### src/rtl/trans_serializer_if.sv
// Handshake/bus bundle for trans_serializer: validated-word input side and byte-stream output side.
interface trans_serializer_if #(
  parameter int DEPTH = 4
);
  localparam int LW = $clog2(DEPTH) + 1;

  logic [127:0]  data_i;
  logic          valid_i;
  logic [7:0]    byte_o;
  logic          byte_valid_o;
  logic          byte_ready_i;
  logic [LW-1:0] level_o;
  logic          overflow_o;
  logic [7:0]    drop_cnt_o;

  modport master (
    output data_i, valid_i, byte_ready_i,
    input  byte_o, byte_valid_o, level_o, overflow_o, drop_cnt_o
  );

  modport slave (
    input  data_i, valid_i, byte_ready_i,
    output byte_o, byte_valid_o, level_o, overflow_o, drop_cnt_o
  );
endinterface

### src/rtl/trans_serializer.sv
// Buffers 128-bit validated transactions in a small FIFO and streams them out MSB byte first.
// Define TRANS_SER_CHECKSUM_EN to append an XOR checksum byte after the 16 data bytes.
module trans_serializer #(
  parameter int DEPTH = 4
) (
  input  logic               clk,
  input  logic               rst_n,
  trans_serializer_if.slave  bus
);
  localparam int AW = $clog2(DEPTH);
  localparam int PW = AW + 1;
`ifdef TRANS_SER_CHECKSUM_EN
  localparam logic [4:0] LAST = 5'd16;
`else
  localparam logic [4:0] LAST = 5'd15;
`endif

  typedef enum logic {IDLE, SEND} state_t;

  state_t         state_q, state_d;
  logic [127:0]   mem_q [DEPTH];
  logic [PW-1:0]  wr_ptr_q, wr_ptr_d;
  logic [PW-1:0]  rd_ptr_q, rd_ptr_d;
  logic [PW-1:0]  level;
  logic [127:0]   shreg_q, shreg_d;
  logic [4:0]     idx_q, idx_d;
  logic           overflow_q, overflow_d;
  logic [7:0]     drop_cnt_q, drop_cnt_d;
`ifdef TRANS_SER_CHECKSUM_EN
  logic [7:0]     csum_q, csum_d;
`endif

  logic           empty, full, xfer, last_xfer, pop, push, drop;
  logic [7:0]     byte_cur;

  assign level = wr_ptr_q - rd_ptr_q;
  assign empty = (level == '0);
  assign full  = (level == PW'(DEPTH));

  // A pop needs registered non-empty state, so a push into an empty FIFO is never popped on the same edge.
  always_comb begin
    byte_cur = shreg_q[127:120];
`ifdef TRANS_SER_CHECKSUM_EN
    if (idx_q == LAST) byte_cur = csum_q;
`endif
    xfer      = (state_q == SEND) && bus.byte_ready_i;
    last_xfer = xfer && (idx_q == LAST);
    pop       = !empty && ((state_q == IDLE) || last_xfer);
    push      = bus.valid_i && (!full || pop);
    drop      = bus.valid_i && full && !pop;
  end

  always_comb begin
    state_d    = state_q;
    shreg_d    = shreg_q;
    idx_d      = idx_q;
    wr_ptr_d   = wr_ptr_q;
    rd_ptr_d   = rd_ptr_q;
    overflow_d = overflow_q;
    drop_cnt_d = drop_cnt_q;
`ifdef TRANS_SER_CHECKSUM_EN
    csum_d     = csum_q;
`endif

    if (push) wr_ptr_d = wr_ptr_q + PW'(1);
    if (pop)  rd_ptr_d = rd_ptr_q + PW'(1);

    if (drop) begin
      overflow_d = 1'b1;
      if (drop_cnt_q != 8'hFF) drop_cnt_d = drop_cnt_q + 8'd1;
    end

    if (xfer) begin
      shreg_d = {shreg_q[119:0], 8'h00};
      idx_d   = idx_q + 5'd1;
`ifdef TRANS_SER_CHECKSUM_EN
      csum_d  = csum_q ^ byte_cur;
`endif
    end

    // Loading on the last transfer keeps back-to-back words free of bubbles.
    if (pop) begin
      shreg_d = mem_q[rd_ptr_q[AW-1:0]];
      idx_d   = 5'd0;
      state_d = SEND;
`ifdef TRANS_SER_CHECKSUM_EN
      csum_d  = 8'h00;
`endif
    end else if (last_xfer) begin
      idx_d   = 5'd0;
      state_d = IDLE;
    end
  end

  always_ff @(posedge clk or negedge rst_n) begin
    if (!rst_n) begin
      state_q    <= IDLE;
      shreg_q    <= '0;
      idx_q      <= '0;
      wr_ptr_q   <= '0;
      rd_ptr_q   <= '0;
      overflow_q <= 1'b0;
      drop_cnt_q <= '0;
`ifdef TRANS_SER_CHECKSUM_EN
      csum_q     <= '0;
`endif
    end else begin
      state_q    <= state_d;
      shreg_q    <= shreg_d;
      idx_q      <= idx_d;
      wr_ptr_q   <= wr_ptr_d;
      rd_ptr_q   <= rd_ptr_d;
      overflow_q <= overflow_d;
      drop_cnt_q <= drop_cnt_d;
`ifdef TRANS_SER_CHECKSUM_EN
      csum_q     <= csum_d;
`endif
    end
  end

  // Storage is not reset; flushing the pointers is enough to discard its contents.
  always_ff @(posedge clk) begin
    if (push) mem_q[wr_ptr_q[AW-1:0]] <= bus.data_i;
  end

  assign bus.byte_o       = (state_q == SEND) ? byte_cur : 8'h00;
  assign bus.byte_valid_o = (state_q == SEND);
  assign bus.level_o      = level;
  assign bus.overflow_o   = overflow_q;
  assign bus.drop_cnt_o   = drop_cnt_q;
endmodule

### src/flat_wrapper.sv
// flat-port wrapper written by rule: the top's interface ports become plain ports
module trans_serializer_flat 
#(
  parameter int DEPTH = 4
)
  (clk, rst_n, bus_data_i, bus_valid_i, bus_byte_ready_i, bus_byte_o, bus_byte_valid_o, bus_level_o, bus_overflow_o, bus_drop_cnt_o);
  trans_serializer_if #(.DEPTH(DEPTH)) bus_i ();
  input  logic clk;
  input  logic rst_n;
  input wire logic [$bits(bus_i.data_i)-1:0] bus_data_i;
  input wire logic [$bits(bus_i.valid_i)-1:0] bus_valid_i;
  input wire logic [$bits(bus_i.byte_ready_i)-1:0] bus_byte_ready_i;
  output wire logic [$bits(bus_i.byte_o)-1:0] bus_byte_o;
  output wire logic [$bits(bus_i.byte_valid_o)-1:0] bus_byte_valid_o;
  output wire logic [$bits(bus_i.level_o)-1:0] bus_level_o;
  output wire logic [$bits(bus_i.overflow_o)-1:0] bus_overflow_o;
  output wire logic [$bits(bus_i.drop_cnt_o)-1:0] bus_drop_cnt_o;
  assign bus_i.data_i = bus_data_i;
  assign bus_i.valid_i = bus_valid_i;
  assign bus_i.byte_ready_i = bus_byte_ready_i;
  assign bus_byte_o = bus_i.byte_o;
  assign bus_byte_valid_o = bus_i.byte_valid_o;
  assign bus_level_o = bus_i.level_o;
  assign bus_overflow_o = bus_i.overflow_o;
  assign bus_drop_cnt_o = bus_i.drop_cnt_o;
  trans_serializer #(.DEPTH(DEPTH)) u_core (.clk(clk), .rst_n(rst_n), .bus(bus_i));
endmodule
### config.mk
export PLATFORM = sky130hd
export DESIGN_NAME = trans_serializer_flat
export DESIGN_NICKNAME = d
export VERILOG_FILES = /design/src/rtl/trans_serializer_if.sv /design/src/rtl/trans_serializer.sv /design/src/flat_wrapper.sv
export SDC_FILE = /design/constraint.sdc
export NUM_CORES = 1
export LEC_CHECK = 0
export CORE_MARGIN = 2
export CORE_UTILIZATION = 40
export CTS_CLUSTER_SIZE = 16
export DETAILED_ROUTE_END_ITERATION = 6
export PLACE_DENSITY_LB_ADDON = 0.05
export SLEW_MARGIN = 20
export SYNTH_ARGS = -nofsm -noshare
export SYNTH_HDL_FRONTEND = slang
export SYNTH_SLANG_ARGS = --single-unit
### constraint.sdc
create_clock -name clk -period 5.67 [get_ports clk]
set_input_delay 0.567 -clock clk [delete_from_list [all_inputs] [get_ports clk]]
set_output_delay 0.567 -clock clk [all_outputs]
set_load 0.005 [all_outputs]
=== Word level (Yosys, flattened, before mapping) ===
Memories as Yosys holds them, arrays and structs flattened.
Cells that the tools add are included.

* Bits in registers: 149
* Memory bits (writable): 512
* Word-level logic and storage cells: 43
* Memories kept: 1

{| class="wikitable"
|+ Memories
! name !! depth !! width !! read ports !! clocked after memory_dff !! write ports !! RTL line !! text
|-
| u_core.mem_q || 4 || 128 || 1 || 0 || 1 || trans_serializer.sv:21 || <nowiki>logic [127:0] mem_q [DEPTH];</nowiki>
|}

* Add/sub/neg operators: 5
* Equality and inequality tests: 3
* Muxes and demuxes: 10
* Bitwise logic cells: 1
* Reduce and logical (&&, ||, !) cells: 16

{| class="wikitable"
|+ Operators with widths
! cell !! number
|-
| $mux W128 || 2
|-
| $mux W5 || 3
|-
| $add A8 B1 Y8 const B || 1
|-
| $mux W8 || 1
|-
| $ne A8 B8 Y1 const B || 1
|-
| $add A3 B1 Y3 const B || 2
|-
| $logic_and A1 B1 Y1 || 6
|-
| $add A5 B1 Y5 const B || 1
|-
| $eq A5 B4 Y1 const B || 1
|-
| $mux W1 || 4
|-
| $reduce_bool A2 Y1 || 2
|-
| $eq A3 B3 Y1 const B || 1
|-
| $logic_not A1 Y1 || 3
|-
| $logic_not A3 Y1 || 1
|-
| $reduce_bool A3 Y1 || 1
|-
| $sub A3 B3 Y3 || 1
|-
| $logic_or A1 B1 Y1 || 2
|-
| $reduce_and A2 Y1 || 1
|-
| $not A1 Y1 || 1
|}

=== Longest topological paths before layout ===
Gate-level depths: netlist of run 1.

* Depth after elaboration: 8
* Mapped depth: 10

=== Worst setup path after synthesis of run 1 ===
Ideal clock, no wire load.

* Kind: register to register
* From: register u_core.wr_ptr_q[0]
* To: memory u_core.mem_q[1][0] (enable)
* Arrival: 4.590 ns
* Slack: 0.576 ns
* Stages on the path, launching flop included: 8
* Clock period less this slack: 5.094 ns
* Cell sequence: dfrtp_1 inv_1 ha_1 fa_1 xnor3_2 a211o_1 buf_6 and3_1

* Word-level cells in the longest chain between the ends: 8
* Elaborated cells between the ends (all ways): 10

{| class="wikitable"
|+ Ends and longest elaborated chain
! element !! RTL line !! text
|-
| from (decl) || trans_serializer.sv:22 || <nowiki>logic [PW-1:0] wr_ptr_q, wr_ptr_d;</nowiki>
|-
| from (signal assigned) || trans_serializer.sv:111 || <nowiki>wr_ptr_q <= wr_ptr_d;</nowiki>
|-
| $sub A3 B3 Y3 || trans_serializer.sv:36 || <nowiki>assign level = wr_ptr_q - rd_ptr_q;</nowiki>
|-
| $logic_not A3 Y1 || trans_serializer.sv:37 || <nowiki>assign empty = (level == '0);</nowiki>
|-
| $logic_not A1 Y1 || trans_serializer.sv:48 || <nowiki>pop = !empty && ((state_q == IDLE) || last_xfer);</nowiki>
|-
| $logic_and A1 B1 Y1 || trans_serializer.sv:48 ||
|-
| $logic_or A1 B1 Y1 || trans_serializer.sv:49 || <nowiki>push = bus.valid_i && (!full || pop);</nowiki>
|-
| $logic_and A1 B1 Y1 || trans_serializer.sv:49 ||
|-
| $mux W1 || trans_serializer.sv:123 || <nowiki>if (push) mem_q[wr_ptr_q[AW-1:0]] <= bus.data_i;</nowiki>
|-
| $mux W1 (not written as such) || trans_serializer.sv:123 ||
|-
| to (decl) || trans_serializer.sv:21 ||
|}

Several ways; a longest one is shown, not always the timed one.

=== Worst setup path in the final report of run 1 ===
* From: register u_core.rd_ptr_q[1]
* To: memory u_core.mem_q[0][63] (enable)

* Word-level cells in the longest chain between the ends: 8
* Elaborated cells between the ends (all ways): 10

{| class="wikitable"
|+ Ends and longest elaborated chain
! element !! RTL line !! text
|-
| from (decl) || trans_serializer.sv:23 || <nowiki>logic [PW-1:0] rd_ptr_q, rd_ptr_d;</nowiki>
|-
| from (signal assigned) || trans_serializer.sv:112 || <nowiki>rd_ptr_q <= rd_ptr_d;</nowiki>
|-
| $sub A3 B3 Y3 * || trans_serializer.sv:36 ||
|-
| $logic_not A3 Y1 || trans_serializer.sv:37 ||
|-
| $logic_not A1 Y1 || trans_serializer.sv:48 ||
|-
| $logic_and A1 B1 Y1 || trans_serializer.sv:48 ||
|-
| $logic_or A1 B1 Y1 * || trans_serializer.sv:49 ||
|-
| $logic_and A1 B1 Y1 * || trans_serializer.sv:49 ||
|-
| $mux W1 * || trans_serializer.sv:123 ||
|-
| $mux W1 (not written as such) * || trans_serializer.sv:123 ||
|}

Every way passes the cells marked *; elsewhere a longest branch is shown, timed or not.

==> results of run 1 <==
layout by cell type, fill, tap and decap left out, drive strengths merged, types with 6 or more instances in the layout:
cell type / Yosys / final
a22o: 8 / 8
a31oi: 120 / 120
and2: 8 / 8
buf: 38 / 35
bufinv: 0 / 6
clkbuf: 74 / 105
clkdlybuf4s50: 0 / 151
clkinv: 0 / 21
dfrtp: 149 / 149
edfxtp: 512 / 512
ha: 8 / 8
inv: 8 / 10
mux4: 128 / 128
nand2: 8 / 8
nand3: 129 / 129
nor2: 122 / 122
o21ai: 124 / 124
xor2: 9 / 9
through the flow:
stage          total power, mW  instance area [sq um]   util
3_5_place_dp              12.2                  28200  0.445
4_1_cts                   16.9                  30600  0.483
2_1_floorplan             10.3                  25700      -
5_1_grt                   17.5                  30600  0.483
6_report                  16.6                  30600  0.483
3_3_place_gp              12.1                  28200  0.445
layer usage:
metal	up-vias	part of all wire	GRT usage
met5	-	0	0
met4	0	0.018	0.0427
met3	85	0.038	0.0310
met2	264	0.50	0.309
met1	7259	0.44	0.257
li1	6211	-	-
worst register-to-register path, cell delays in order, from the launching register on:
cell	delay, ps
dfrtp_4	780
fa_1	550
xnor3_2	350
a211o_1	440
and3_4	720
buf_4	470
final timing paths:
| kind | from | endpoint | slack [ps] | depth (start not counted) |
|---|---|---|---|---|
| max | u_core.rd_ptr_q[1]$_DFFE_PN0N_ | u_core.mem_q[0][63]$_DFFE_PP_ | 2010 | 5 |
| min | rst_n | u_core.shreg_q[89]$_DFFE_PN0P_ | 480 | 2 |
| max reg2reg | u_core.rd_ptr_q[1]$_DFFE_PN0N_ | u_core.mem_q[0][63]$_DFFE_PP_ | 2010 | 5 |
| min reg2reg | u_core.wr_ptr_q[2]$_DFFE_PN0P_ | u_core.wr_ptr_q[2]$_DFFE_PN0P_ | 480 | 1 |
| max in group asynchronous | rst_n | u_core.rd_ptr_q[1]$_DFFE_PN0N_ | 3900 | 3 |
| min in group clk | u_core.wr_ptr_q[2]$_DFFE_PN0P_ | u_core.wr_ptr_q[2]$_DFFE_PN0P_ | 480 | 1 |
state kept, by name, summed over array words and instances (netlist names):
signal and cells:
u_core.bus.drop_cnt_o 8, u_core.rd_ptr_q 3, u_core.bus.byte_valid_o 1, u_core.mem_q 512, u_core.idx_q 5, u_core.shreg_q 128, u_core.bus.overflow_o 1, u_core.wr_ptr_q 3
power breakdown:
part	switching [mW]	leakage [nW]	internal [mW]
Combinational	2.79	2.60	1.86
Sequential	0.573	6.31	6.69
Clock	1.86	1.16	2.82
final cells by class:
| class | count | area share |
|---|---|---|
| multi-input combinational | 705 | 0.200 |
| clock inverter | 30 | 0.00974 |
| sequential | 661 | 0.625 |
| timing repair buffer | 187 | 0.0616 |
| inverter | 8 | 0.000983 |
| tap | 846 | 0.0346 |
| clock buffer | 105 | 0.0678 |
Yosys cell counts (2+ instances only):
cell type	n
a21oi_1	2
a22o_1	8
a31oi_1	120
and2_1	8
and3_1	4
buf_1	6
buf_2	27
buf_4	4
clkbuf_1	73
dfrtp_1	149
edfxtp_1	512
ha_1	8
inv_1	8
mux2_2	4
mux2i_1	2
mux4_2	128
nand2_1	8
nand3_1	129
nand4_1	2
nor2_1	121
nor2b_1	3
nor3_1	4
nor4_2	2
o21ai_0	122
o21ai_1	2
xnor2_1	2
xor2_1	9
logic make-up after synthesis:
logic type | synth area share
xor+xnor | 0.00468
simple gates | 0.0520
buf+inv | 0.0198
compound gates | 0.0596
fa+ha+maj | 0.00468
flops | 0.744
mux | 0.115
timing repair:
item | CTS | global route
endpoints found under the hold margin | 42 | 0
endpoints found under the setup margin | 0 | 0
hold buffers | 1 | 0
setup buffers | 0 | 0
==> flow_metrics.env, run 1 <==
export IMPL_status="completed"
export IMPL_slowest_delay_ps=780
export IMPL_cts_buffers=73
export IMPL_cts_root_buf="clkbuf_16"
export IMPL_whs_ps=480
export IMPL_synth_area_sq_um=25700
export IMPL_crit_buf_inv=1
export IMPL_maxSlewViolCount=0
export IMPL_dp_hpwl_mm=35.2
export IMPL_synth_nets=1627
export IMPL_postRouteAntennaNets=0
export IMPL_fp_dieW_um=257
export IMPL_via_count=13819
export IMPL_synth_edf_count=512
export IMPL_die_y_um=257
export IMPL_multi_input_area_sq_um=6110
export IMPL_worst_slew_pin_slew_ps=1030
export IMPL_row_count=92
export IMPL_htreeDepth=3
export IMPL_n_antenna_cell=0
export IMPL_first_iter_violations=973
export IMPL_initial_core_util=0.405
export IMPL_fin_worst_skew_ps=20.9
export IMPL_fin_crit_ps=3660
export IMPL_drc_errors=0
export IMPL_grt_max_degree=241
export IMPL_path_clk_slew_ps=50
export IMPL_critical_path_required_ps=5930
export IMPL_num_io_pins=153
export IMPL_pre_cts_slack_ps=1970
export IMPL_synthTopCellsByArea="edfxtp_1, dfrtp_1, mux4_2"
export IMPL_die_area_sq_um=66200
export IMPL_cts_resized=0
export IMPL_fin_crit_sh=0.646
export IMPL_setup_violations=0
export IMPL_clk_path_buf_depth=3
export IMPL_max_freq_mhz=273
export IMPL_place_congestion=0.699
export IMPL_first_global_vias=14581
export IMPL_leakage_nw=10.1
export IMPL_hp_class="in2async"
export IMPL_vias_per_cell=5.44
export IMPL_seq_area_sq_um=19100
export IMPL_crit_family="flip-flops"
export IMPL_hold_viol=0
export IMPL_worstPathCellList="fa_1 -> xnor3_2 -> a211o_1 -> and3_4 -> buf_4"
export IMPL_path_class="reg2reg"
export IMPL_syn_inst=1486
export IMPL_start_kind="register"
export IMPL_powerDensity_nw_per_um2=543
export IMPL_grt_overflow=0
export IMPL_drv_cap=0
export IMPL_instances_no_fill=2542
export IMPL_yosysWarnings=0
export IMPL_routed_wl_mm=60.9
export IMPL_ys_seq_area_frac=0.744
export IMPL_cts_sinks=661
export IMPL_fillCellCount=5490
export IMPL_fin_ws_ps=2010
export IMPL_syn_area_per_cell_sq_um=17.3
export IMPL_max_slew_margin=0.313
export IMPL_grt_setup_unrepaired="no"
export IMPL_critPathMaxFanout=46
export IMPL_synth_ff_type="edfxtp_1"
export IMPL_cp_slowest_cell="dfrtp_4"
export IMPL_synth_top_cell_by_area="edfxtp_1"
export IMPL_drive_gt1_frac=0.167
export IMPL_dp_cells=2406
export IMPL_irDropWorstVdd_uv=322
export IMPL_cts_tree="built"
export IMPL_first_pass_iters=5
export IMPL_grt_total_usage=0.186
export IMPL_clk_latency_ps=610
export IMPL_portBuffers=152
export IMPL_area_growth_synth_to_final_pct=19.1
export IMPL_wl_per_cell_um=24.0
export IMPL_synth_cell_types=46
export IMPL_tns_ps=0
export IMPL_nets=1777
export IMPL_fp_coreArea_sq_um=63300
export IMPL_yosysTopAreaCellShare=0.599
export IMPL_synthArstFlopShare=0.225
export IMPL_grt_pass1_wl_mm=92.3
export IMPL_antenna_found_initial=1
export IMPL_ys_seq_elements=661
export IMPL_endpoint_kind="register"
export IMPL_cp_data_arrival_time_ps=3930
Power figures use the tool's default switching activity.
==> run 2, diff against run 1 <==
Clock period 5.67 ns to 3.5 ns, I/O delays scaled along.
==> flow_metrics.env, run 2 (synthesized netlist as in run 1, its figures left out) <==
export IMPL_critPathMaxFanout=6
export IMPL_drive_gt1_frac=0.168
export IMPL_clk_path_buf_depth=3
export IMPL_rr_worst_depth=7
export IMPL_cts_buffers=73
export IMPL_first_iter_violations=926
export IMPL_fp_dieW_um=257
export IMPL_htreeDepth=3
export IMPL_die_y_um=257
export IMPL_rrSetupSlack_ps=660
export IMPL_status="completed"
export IMPL_maxSlewViolCount=0
export IMPL_postRouteAntennaNets=0
export IMPL_wl_per_cell_um=24.5
export IMPL_via_count=13878
export IMPL_critPathLaunch="u_core.wr_ptr_q[0]$_DFFE_PN0P_"
export IMPL_dp_hpwl_mm=35.8
export IMPL_power_total_mw=27.0
export IMPL_max_freq_mhz=324
export IMPL_layout_commonest_cell="edfxtp_1"
export IMPL_portBuffers=152
export IMPL_cts_resized=0
export IMPL_antenna_found_initial=6
export IMPL_grt_overflow=0
export IMPL_cp_endpoint="bus_level_o[2]"
export IMPL_grt_setup_unrepaired="no"
export IMPL_final_cell_mix="edfxtp_1, clkdlybuf4s50_1, dfrtp_1"
export IMPL_grt_max_degree=131
export IMPL_setup_violations=0
export IMPL_fin_worst_skew_ps=23.1
export IMPL_die_area_sq_um=66200
export IMPL_cts_tree="built"
export IMPL_critical_path_required_ps=3150
export IMPL_place_congestion=0.736
export IMPL_first_pass_iters=5
export IMPL_fin_crit_sh=0.881
export IMPL_endpoint_kind="output pin"
export IMPL_area_growth_synth_to_final_pct=19.8
export IMPL_path_class="reg2out"
export IMPL_placed_area_sq_um=28400
export IMPL_clk_latency_ps=610
export IMPL_hold_viol=0
export IMPL_final_cell_area_sq_um=30700
export IMPL_vias_per_cell=5.46
export IMPL_worstPathCellList="inv_1 -> ha_1 -> fa_1 -> xnor3_2 -> inv_1 -> clkdlybuf4s50_1"
export IMPL_leakage_nw=10.1
export IMPL_hold_buffers=1
export IMPL_hp_class="in2async"
export IMPL_routed_wl_mm=62.3
export IMPL_largest_reg_flops=512
export IMPL_path_clk_slew_ps=60
export IMPL_initial_core_util=0.405
export IMPL_multi_input_area_sq_um=6110
export IMPL_first_global_vias=14618
export IMPL_cts_root_buf="clkbuf_16"
export IMPL_r2r_start="u_core.wr_ptr_q[0]$_DFFE_PN0P_"
export IMPL_worst_slew_pin_slew_ps=1120
export IMPL_drc_errors=0
export IMPL_grt_total_usage=0.191
export IMPL_drv_cap=0
export IMPL_seq_area_sq_um=19100
export IMPL_cts_setup_buffers=0
export IMPL_num_io_pins=153
export IMPL_slowest_delay_ps=590
export IMPL_fp_coreArea_sq_um=63300
export IMPL_row_count=92
export IMPL_timing_rr_end="u_core.mem_q[0][32]$_DFFE_PP_"
export IMPL_powerDensity_nw_per_um2=877
export IMPL_cp_common_cell="inv_1"
export IMPL_fillCellCount=5419
export IMPL_final_util=0.486
export IMPL_cp_data_arrival_time_ps=2730
export IMPL_fin_crit_ps=3080
export IMPL_irDropWorstVdd_uv=1000
export IMPL_max_slew_margin=0.255
export IMPL_nets=1780
export IMPL_cp_slowest_cell="clkdlybuf4s50_1"
export IMPL_cts_sinks=661
export IMPL_start_kind="register"
export IMPL_grt_pass1_wl_mm=95.0
-- run 2: cell count changes in the layout (fill, tap and decap cells not counted), moves of 2 or more --
cell       before  now
clkbuf_1       24   18
clkinv_1       10   13
buf_12          7   25
bufinv_16       6    4
clkinv_4        0    2
buf_4          26   12
-- run 2: final cells by class --
| type | count | area share |
|---|---|---|
| diodes | 1 | 0.0000814 |
| clock buffers | 100 | 0.0671 |
| well taps | 846 | 0.0344 |
| clock inverters | 31 | 0.00826 |
| flip-flops and latches | 661 | 0.621 |
| inverters | 8 | 0.000977 |
| multi-input cells | 705 | 0.199 |
| repair buffers | 190 | 0.0691 |
-- run 2: per-layer routing --
metal  track usage  wire [um]
met4        0.0495       1160
met3        0.0314       2560
met1         0.265      28000
met5             0         13
met2         0.313      30500
-- run 2: how the worst min path moves through the flow --
| stage | endpoint | slack [ps] | depth (start not counted) |
|---|---|---|---|
| final | u_core.shreg_q[64]$_DFFE_PN0P_ | 330 | 2 |
| after global routing | u_core.mem_q[0][59]$_DFFE_PP_ | 360 | 1 |
| after CTS | u_core.mem_q[0][59]$_DFFE_PP_ | 330 | 1 |
| after floorplan | u_core.bus.byte_valid_o$_DFFE_PN0P_ | 50 | 0 |
| after global placement | u_core.shreg_q[64]$_DFFE_PN0P_ | 420 | 1 |
| after detailed placement | u_core.bus.drop_cnt_o[4]$_DFFE_PN0P_ | 400 | 1 |
-- run 2: stage by stage --
step	hold slack, ps	cells	setup slack [ps]	setup TNS, ps
floorplan	54.4	1486	-144	-59780
global placement	415	2409	661	0
detailed placement	403	2409	632	0
CTS	334	2541	359	0
global route	362	2542	268	0
finish	329	2542	416	0
-- run 2: report_power, final --
part	switching [mW]	leakage, nW	internal (mW)
Combinational	4.74	2.68	3.17
Clock	3.04	1.14	4.41
Sequential	0.784	6.31	10.8
Total	8.56	10.1	18.4
-- run 2: worst max-delay path, delay by kind of cell (launching register included) --
kind	cells	cell delay [ps]
xor gates and xnor gates	1	330
adders and majority gates	2	570
buffers and inverters	3	840
DFF	1	410
==> run 3, diff against run 2 <==
Settings changed: CORE_MARGIN 2 to 4.
==> flow_metrics.env, run 3 (synthesized netlist as in run 1, its figures left out) <==
export IMPL_intPower_mw=19.0
export IMPL_hp_class="in2async"
export IMPL_cp_common_cell="inv_1"
export IMPL_pwr_share_comb=0.284
export IMPL_instances_no_fill=2552
export IMPL_placed_area_sq_um=28400
export IMPL_cts_buffers=75
export IMPL_path_class="reg2out"
export IMPL_pwr_share_seq=0.422
export IMPL_cts_setup_buffers=0
export IMPL_final_cell_area_sq_um=31000
export IMPL_maxSlewViolCount=0
export IMPL_crit_family="buffers and inverters"
export IMPL_grt_setup_unrepaired="no"
export IMPL_fin_crit_sh=0.904
export IMPL_leakage_nw=10.3
export IMPL_vias_per_cell=5.40
export IMPL_antenna_found_initial=3
export IMPL_cts_root_buf="clkbuf_16"
export IMPL_max_slew_margin=0.393
export IMPL_dp_cells=2412
export IMPL_critical_path_required_ps=3150
export IMPL_drive_gt1_frac=0.173
export IMPL_clk_latency_ps=600
export IMPL_final_cell_mix="edfxtp_1, clkdlybuf4s50_1, dfrtp_1"
export IMPL_grt_overflow=0
export IMPL_grt_max_degree=131
export IMPL_fin_ws_ps=336
export IMPL_powerDensity_nw_per_um2=884
export IMPL_path_clk_slew_ps=60
export IMPL_nets=1785
export IMPL_area_growth_synth_to_final_pct=20.8
export IMPL_drv_cap=0
export IMPL_fin_worst_skew_ps=12.8
export IMPL_fin_crit_ps=3160
export IMPL_first_global_vias=14561
export IMPL_clockPowerShare=0.293
export IMPL_max_freq_mhz=316
export IMPL_worst_slew_pin_slew_ps=911
export IMPL_cp_data_arrival_time_ps=2810
export IMPL_first_pass_iters=7
export IMPL_hold_viol=0
export IMPL_layout_commonest_cell="edfxtp_1"
export IMPL_grt_pass1_wl_mm=91.6
export IMPL_power_total_mw=27.4
export IMPL_num_io_pins=153
export IMPL_status="completed"
export IMPL_postRouteAntennaNets=0
export IMPL_routed_wl_mm=59.8
export IMPL_irDropWorstVdd_uv=610
export IMPL_crit_buf_inv=3
export IMPL_wl_per_cell_um=23.4
export IMPL_fillCellCount=5387
export IMPL_setup_violations=0
export IMPL_largest_reg_flops=512
export IMPL_critPathMaxFanout=6
export IMPL_drc_errors=0
export IMPL_row_count=92
export IMPL_fp_dieW_um=261
export IMPL_grt_total_usage=0.178
export IMPL_die_area_sq_um=68300
export IMPL_cts_tree="built"
export IMPL_dp_hpwl_mm=35.1
export IMPL_first_iter_violations=968
export IMPL_whs_ps=285
export IMPL_endpoint_kind="output pin"
export IMPL_die_y_um=261
export IMPL_pre_cts_slack_ps=723
export IMPL_start_kind="register"
export IMPL_slowest_delay_ps=600
export IMPL_initial_core_util=0.405
export IMPL_final_util=0.490
export IMPL_htreeDepth=3
export IMPL_worstPathCellList="inv_1 -> ha_1 -> fa_1 -> xnor3_2 -> inv_1 -> clkdlybuf4s50_1"
export IMPL_via_count=13776
export IMPL_cp_slowest_cell="clkdlybuf4s50_1"
export IMPL_tns_ps=0
export IMPL_place_congestion=0.720
export IMPL_cts_sinks=661
export IMPL_portBuffers=152
export IMPL_clk_path_buf_depth=3
export IMPL_switching_share=0.307
export IMPL_fp_coreArea_sq_um=63300
export IMPL_p_switching_mw=8.42
run 3: cell count changes in the layout (fill, tap and decap cells not counted), sizes merged:
cell      delta
clkinvlp     +1
inv          -2
bufinv       +5
buf          +3
clkinv       -8
clkbuf      +11
run 3: worst paths after layout:
| path | cells after the start | to | slack [ps] | startpoint |
|---|---|---|---|---|
| worst min register to register | 1 | u_core.bus.overflow_o$_DFFE_PN0P_ | 470 | u_core.bus.overflow_o$_DFFE_PN0P_ |
| worst min-delay path | 2 | u_core.shreg_q[84]$_DFFE_PN0P_ | 290 | rst_n |
| worst max register to register | 8 | u_core.shreg_q[125]$_DFFE_PN0P_ | 710 | u_core.wr_ptr_q[0]$_DFFE_PN0P_ |
| worst max-delay path | 6 | bus_level_o[2] | 340 | u_core.wr_ptr_q[0]$_DFFE_PN0P_ |
| min in group clk | 1 | u_core.mem_q[1][6]$_DFFE_PP_ | 380 | bus_data_i[6] |
| max in group asynchronous | 3 | u_core.shreg_q[107]$_DFFE_PN0P_ | 2250 | rst_n |
run 3: power by group through the flow:
stage                     Sequential [mW]  Combinational [mW]  Clock (mW)
final                                11.6                7.80        8.04
after detailed placement             11.7                8.07           0
after CTS                            11.6                8.08        8.27
after global routing                 11.8                8.56        8.61
after global placement               11.7                8.05           0
after floorplan                      11.5                5.07           0
run 3: layer usage:
layer / vias to the layer above / global-route usage / part of all wire
met4: 0 / 0.0452 / 0.021
met5: - / 0 / 0
met2: 284 / 0.294 / 0.49
met3: 98 / 0.0329 / 0.041
met1: 7169 / 0.248 / 0.44
li1: 6225 / - / -
run 3: layout make-up:
type	instances	area [sq um]	share of cell area
Antenna cell	1	2.50	0.0000807
Clock inverter	27	358	0.0115
Inverter	8	30.0	0.000969
Tap cell	846	1060	0.0341
Multi-Input combinational cell	705	6110	0.197
Timing Repair Buffer	193	2130	0.0688
Sequential cell	661	19100	0.616
Clock buffer	111	2200	0.0710
run 3: worst reg2reg max path: stages, from the launching register on:
cell and delay [ps]:
dfrtp_1 410, inv_1 110, ha_1 210, fa_1 390, xnor3_2 360, nand3_4 480, buf_4 420, nand3_1 180
a31oi_1 110
run 3: what timing repair did:
item,4_1_cts,5_1_grt
hold buffers,1,0
endpoints found under the hold margin,53,0
setup endpoints to repair,0,0
gates resized for setup,0,0
